[config.mk]
export PLATFORM = sky130hd
export DESIGN_NAME = btn_press_conditioner
export DESIGN_NICKNAME = d
export VERILOG_FILES = /design/src/rtl/btn_pkg.sv /design/src/rtl/sync_2ff.sv /design/src/rtl/btn_press_conditioner.sv
export SDC_FILE = /design/constraint.sdc
export NUM_CORES = 1
export LEC_CHECK = 0
export BUFFER_PORTS_ARGS = -buffer_cell sky130_fd_sc_hd__clkbuf_2
export CORE_ASPECT_RATIO = 0.6
export CORE_MARGIN = 4
export CORE_UTILIZATION = 47
export CTS_BUF_LIST = sky130_fd_sc_hd__clkbuf_8
export CTS_CLUSTER_DIAMETER = 120
export CTS_CLUSTER_SIZE = 24
export DETAILED_ROUTE_END_ITERATION = 8
export SLEW_MARGIN = 0
export SYNTH_ARGS = -nofsm -noshare
export SYNTH_HDL_FRONTEND = slang
export SYNTH_SLANG_ARGS = --single-unit
[constraint.sdc]
create_clock -name clk -period 2.4 [get_ports clk]
set_input_delay 0.24 -clock clk [delete_from_list [all_inputs] [get_ports clk]]
set_output_delay 0.24 -clock clk [all_outputs]
set_load 0.01 [all_outputs]
[src/rtl/btn_pkg.sv]
// Shared types and default timing for the push-button conditioning path.
package btn_pkg;

    // Debounce/hold FSM states; 3-bit encoding shared with any consumer that decodes state.
    typedef enum logic [2:0] {
        IDLE       = 3'd0,
        PRESS_DB   = 3'd1,
        HELD       = 3'd2,
        LONG       = 3'd3,
        RELEASE_DB = 3'd4
    } state_t;

    // Default timings for a 100 MHz system clock.
    localparam int DEBOUNCE_10MS = 1_000_000;
    localparam int LONG_1S       = 100_000_000;
    localparam int REPEAT_200MS  = 20_000_000;

    // Counter width for a counter that must reach n-1; never narrower than one bit.
    function automatic int cnt_width(input int n);
        return (n <= 2) ? 1 : $clog2(n);
    endfunction

endpackage

[src/rtl/sync_2ff.sv]
// Two-flop synchroniser for a single asynchronous level input.
module sync_2ff (
    input  logic clk,
    input  logic rst_n,
    input  logic d,
    output logic q
);

    logic meta_q;
    logic meta_d;
    logic stable_q;
    logic stable_d;

    // Next-state of the chain: shift the raw level one stage per clock.
    always_comb begin
        meta_d   = d;
        stable_d = meta_q;
    end

    // Synchroniser flops; cleared asynchronously so the chain never holds a stale level out of reset.
    always_ff @(posedge clk or negedge rst_n) begin
        if (!rst_n) begin
            meta_q   <= 1'b0;
            stable_q <= 1'b0;
        end else begin
            meta_q   <= meta_d;
            stable_q <= stable_d;
        end
    end

    assign q = stable_q;

endmodule

[src/rtl/btn_press_conditioner.sv]
// Turns the raw push-button into a debounced level plus single-cycle press,
// release, long-press and auto-repeat pulses, and counts accepted presses.
module btn_press_conditioner
    import btn_pkg::*;
#(
    parameter int DEBOUNCE_CYCLES = DEBOUNCE_10MS,
    parameter int LONG_CYCLES     = LONG_1S,
    parameter int REPEAT_CYCLES   = REPEAT_200MS,
    parameter int CNT_W           = 8
) (
    input  logic             clk,
    input  logic             rst_n,
    input  logic             btn_raw,
    input  logic             enable,
    output logic             btn_level,
    output logic             press_pulse,
    output logic             release_pulse,
    output logic             long_press,
    output logic             repeat_pulse,
    output logic [CNT_W-1:0] press_count
);

    localparam int DB_W   = cnt_width(DEBOUNCE_CYCLES);
    localparam int HOLD_W = cnt_width(LONG_CYCLES);
    localparam int REP_W  = cnt_width(REPEAT_CYCLES);

    // Terminal values: every counter stops on an exact match, never a >= compare.
    localparam logic [DB_W-1:0]   DB_LAST   = DB_W'(DEBOUNCE_CYCLES - 1);
    localparam logic [HOLD_W-1:0] HOLD_LAST = HOLD_W'(LONG_CYCLES - 1);
    localparam logic [REP_W-1:0]  REP_LAST  = REP_W'(REPEAT_CYCLES - 1);

    logic btn_s;

    state_t            state_q,   state_d;
    state_t            ret_q,     ret_d;
    logic [DB_W-1:0]   db_cnt_q,  db_cnt_d;
    logic [HOLD_W-1:0] hold_cnt_q, hold_cnt_d;
    logic [REP_W-1:0]  rep_cnt_q, rep_cnt_d;
    logic [CNT_W-1:0]  count_q,   count_d;
    logic              level_q,   level_d;
    logic              press_q,   press_d;
    logic              release_q, release_d;
    logic              long_q,    long_d;
    logic              repeat_q,  repeat_d;

    // The FSM only ever sees the clk-domain copy of the button.
    sync_2ff u_sync (
        .clk   (clk),
        .rst_n (rst_n),
        .d     (btn_raw),
        .q     (btn_s)
    );

    // Next-state, counter and output decode; a low enable overrides every transition.
    always_comb begin
        state_d    = state_q;
        ret_d      = ret_q;
        db_cnt_d   = db_cnt_q;
        hold_cnt_d = hold_cnt_q;
        rep_cnt_d  = rep_cnt_q;
        count_d    = count_q;
        level_d    = level_q;
        press_d    = 1'b0;
        release_d  = 1'b0;
        long_d     = 1'b0;
        repeat_d   = 1'b0;

        if (!enable) begin
            state_d    = IDLE;
            ret_d      = HELD;
            db_cnt_d   = '0;
            hold_cnt_d = '0;
            rep_cnt_d  = '0;
            count_d    = '0;
            level_d    = 1'b0;
        end else begin
            unique case (state_q)
                IDLE: begin
                    level_d = 1'b0;
                    if (btn_s) begin
                        state_d  = PRESS_DB;
                        db_cnt_d = '0;
                    end
                end

                PRESS_DB: begin
                    if (!btn_s) begin
                        // Button dropped before the debounce window closed: a glitch.
                        state_d = IDLE;
                    end else if (db_cnt_q == DB_LAST) begin
                        state_d    = HELD;
                        press_d    = 1'b1;
                        level_d    = 1'b1;
                        hold_cnt_d = '0;
                        count_d    = count_q + CNT_W'(1);
                    end else begin
                        db_cnt_d = db_cnt_q + DB_W'(1);
                    end
                end

                HELD: begin
                    // A release on the hold terminal edge wins; long_press is not raised.
                    if (!btn_s) begin
                        state_d  = RELEASE_DB;
                        db_cnt_d = '0;
                        ret_d    = HELD;
                    end else if (hold_cnt_q == HOLD_LAST) begin
                        state_d   = LONG;
                        long_d    = 1'b1;
                        rep_cnt_d = '0;
                    end else begin
                        hold_cnt_d = hold_cnt_q + HOLD_W'(1);
                    end
                end

                LONG: begin
                    if (!btn_s) begin
                        state_d  = RELEASE_DB;
                        db_cnt_d = '0;
                        ret_d    = LONG;
                    end else if (rep_cnt_q == REP_LAST) begin
                        repeat_d  = 1'b1;
                        rep_cnt_d = '0;
                    end else begin
                        rep_cnt_d = rep_cnt_q + REP_W'(1);
                    end
                end

                RELEASE_DB: begin
                    // Hold/repeat counters are left alone so a bounce resumes where it stopped.
                    level_d = 1'b1;
                    if (btn_s) begin
                        state_d = ret_q;
                    end else if (db_cnt_q == DB_LAST) begin
                        state_d   = IDLE;
                        release_d = 1'b1;
                        level_d   = 1'b0;
                    end else begin
                        db_cnt_d = db_cnt_q + DB_W'(1);
                    end
                end

                default: begin
                    state_d = IDLE;
                    level_d = 1'b0;
                end
            endcase
        end
    end

    // FSM state, counters and registered outputs.
    always_ff @(posedge clk or negedge rst_n) begin
        if (!rst_n) begin
            state_q    <= IDLE;
            ret_q      <= HELD;
            db_cnt_q   <= '0;
            hold_cnt_q <= '0;
            rep_cnt_q  <= '0;
            count_q    <= '0;
            level_q    <= 1'b0;
            press_q    <= 1'b0;
            release_q  <= 1'b0;
            long_q     <= 1'b0;
            repeat_q   <= 1'b0;
        end else begin
            state_q    <= state_d;
            ret_q      <= ret_d;
            db_cnt_q   <= db_cnt_d;
            hold_cnt_q <= hold_cnt_d;
            rep_cnt_q  <= rep_cnt_d;
            count_q    <= count_d;
            level_q    <= level_d;
            press_q    <= press_d;
            release_q  <= release_d;
            long_q     <= long_d;
            repeat_q   <= repeat_d;
        end
    end

    assign btn_level     = level_q;
    assign press_pulse   = press_q;
    assign release_pulse = release_q;
    assign long_press    = long_q;
    assign repeat_pulse  = repeat_q;
    assign press_count   = count_q;

endmodule
==> reports/metrics.yaml <==
status: "finished, final reports clean"
postSynthAreaPerCell_sq_um: 8.921
reg2regPathDepth: 7
maxSlewHeadroom: 0.6259
antennaDiodeCount: 0
port_buffers: 16
clk_path_buf_depth: 2
area_growth_syn_to_layout_pct: 12.90
ir_drop_mv: 0.3560
coreArea_sq_um: 11410
vias: 5254
crit_required_ns: 2.66
ys_ff_latch: 91
yosysWarnings: 0
cap_viol_max_count: 0
p_clk_frac: 0.402
hpwl_mm: 10.74
grt_pass1_wl_mm: 25.09
synth_seq_area_share: 0.4097
place_inst: 805
tns_ns: 0
postRouteAntennaNets: 0
hold_viol_final: 0
rows: 30
stdcell_count: 824
fin_skew_ns: 0.01103
grt_setup_unrepaired: "no"
critPathCaptureType: "register"
syn_area_sq_um: 5558
worstSetupStartpoint: "hold_cnt_q[12]$_DFFE_PN0P_"
fin_crit_sh: 0.9374
yosys.cell_count.top_type: "dfrtp_1"
syn_nets: 631
die_h_um: 92.23
first_pass_iters: 5
finalSetupViolCount: 0
synth_cell_types: 70
ioPinCount: 17
grt_max_degree: 51
synthTopCellsByCount: "dfrtp_1 (91), nand2_1 (62), o21ai_0 (36)"
drc: 0
final_core_util: 0.5499
antenna_found_initial: 0
synth_ff_type: "dfrtp_1"
power.density_nw_per_um2: 469.8
cp_data_arrival_time_ns: 2.51
clkSinkCount: 91
drt-initial-drc-count: 556
viasPerCell: 6.376
worst-setup-path-type: "register to register"
start_util: 0.4871
min-delay-start: "enable"
place.gp.congestion: 0.8703
pwr-share-seq: 0.525
total_power_mw: 2.948
dieArea_sq_um: 13690
synthDominantCellAreaShare: 0.4097
startpoint_type: "register"
cts_tree: "built"
clock_latency_ns: 0.37
synth_edf_count: 0
h-tree-depth: 3
drive_gt1_frac: 0.1461
synthArstFlopShare: 1.000
grt.overflow.total: 0
regToRegStartpoint: "hold_cnt_q[12]$_DFFE_PN0P_"
die_x_um: 148.4
slew_violations: 0
fin_ws_ns: 0.1503
postSynthCellCount: 623
switchingPower_mw: 0.7250
worstMarginPinSlew_ns: 0.5612
p_sw_frac: 0.2459
fin_nets: 667
hp-class: "primary input to register"
share_comb_of_total_power: 0.073
numCtsBuffers: 9
path_clk_slew_ns: 0.09
yosysTopAreaCell: "dfrtp_1"
synth_area_leaders: "dfrtp_1 (41%), nand2_1 (4.2%), nand4_1 (3.5%)"
wl_per_cell_um: 18.04
period_needed_ns: 2.250
root_buffer: "clkbuf_8"
dp_worst_setup_slack_ns: 0.06196
worstPathMaxFanout: 14
grt_usage: 0.2258
leakagePower_nw: 2.737
first_global_vias: 4762
power.internal_mw: 2.223
min_path_cells: 3
max_freq_mhz: 444.5
wl_mm: 14.86
## state kept, by name, indices dropped and copies added, names as in the netlist, 3 cells and up
name	flops
db_cnt_q	20
hold_cnt_q	27
press_count	8
rep_cnt_q	25
state_q	3
## logic make-up after synthesis
kind of cell	synth area share
AO/OA/AOI/OAI	0.2184
XOR/XNOR	0.007879
adder cells (fa/ha/maj)	0.009005
buffers and inverters	0.04615
flip-flops	0.4097
multiplexers	0.01508
AND/OR/NAND/NOR	0.2938
## cells in the final DEF, fill, tap and decap left out, drive strengths merged, types with 5 or more instances in the layout
master   n
a211o    7
a21oi   29
a221o   13
a31oi   21
a41oi    5
and2     7
and3    30
and4    12
buf     43
clkbuf  25
dfrtp   91
inv     23
mux2i    5
nand2   62
nand2b  11
nand3   26
nand4   31
nor2    35
nor3    12
nor3b    6
nor4    18
o211ai   6
o21ai   37
o31a     5
o31ai    6
or3      6
or4     11
## layer usage
layer | part of all wire | GRT usage
met1 | 0.51 | 0.3608
met2 | 0.41 | 0.3063
met3 | 0.069 | 0.04494
met4 | 0.012 | 0.05534
met5 | 0 | 0
## worst max-delay path: stages, from the launching register on
cell and delay [ns]:
dfrtp_1 0.52, nor3b_1 0.41, nand4_1 0.14, buf_4 0.19, o31a_1 0.25, buf_4 0.19, and3_1 0.17, a221o_1 0.25
## power by group through the flow
| stage | Sequential [mW] | Combinational, mW | Clock [mW] |
|---|---|---|---|
| 2_1_floorplan | 1.58 | 0.113 | 0 |
| 3_3_place_gp | 1.58 | 0.208 | 0 |
| 3_5_place_dp | 1.58 | 0.210 | 0 |
| 4_1_cts | 1.55 | 0.213 | 1.22 |
| 5_1_grt | 1.55 | 0.239 | 1.30 |
| 6_report | 1.55 | 0.215 | 1.19 |
## layout make-up
cell class | instances | area [sq um]
clock buffer | 10 | 137.6
inverter | 23 | 86.33
clock inverter | 6 | 88.84
timing repair buffer | 60 | 430.4
multi-input combinational | 474 | 3054
tap | 160 | 200.2
fill | 1057 | 5136
sequential | 91 | 2277
## repair_timing
action	CTS	global route
resized for setup	0	7
endpoints found under the hold margin	42	0
hold buffers	2	0
buffers inserted	0	1
setup endpoints to repair	0	51
## stage by stage
step | area (sq um) | hold WS, ns
detailed placement | 5991 | 0.2674
CTS | 6237 | 0.2290
global placement | 5991 | 0.2674
floorplan | 5558 | -0.05559
global route | 6275 | 0.2615
finish | 6275 | 0.2497
## worst paths after layout
| kind | endpoint | slack (ns) |
|---|---|---|
| setup / recovery | hold_cnt_q[11]$_DFFE_PN0P_ | 0.15 |
| hold / removal | release_pulse$_DFF_PN0_ | 0.25 |
| setup reg to reg | hold_cnt_q[11]$_DFFE_PN0P_ | 0.15 |
| hold reg to reg | u_sync.q$_DFF_PN0_ | 0.37 |
| max in group asynchronous | hold_cnt_q[23]$_DFFE_PN0P_ | 1.33 |
| min in group asynchronous | press_count[7]$_DFFE_PN0P_ | 0.41 |
Power figures use the tool's default switching activity.
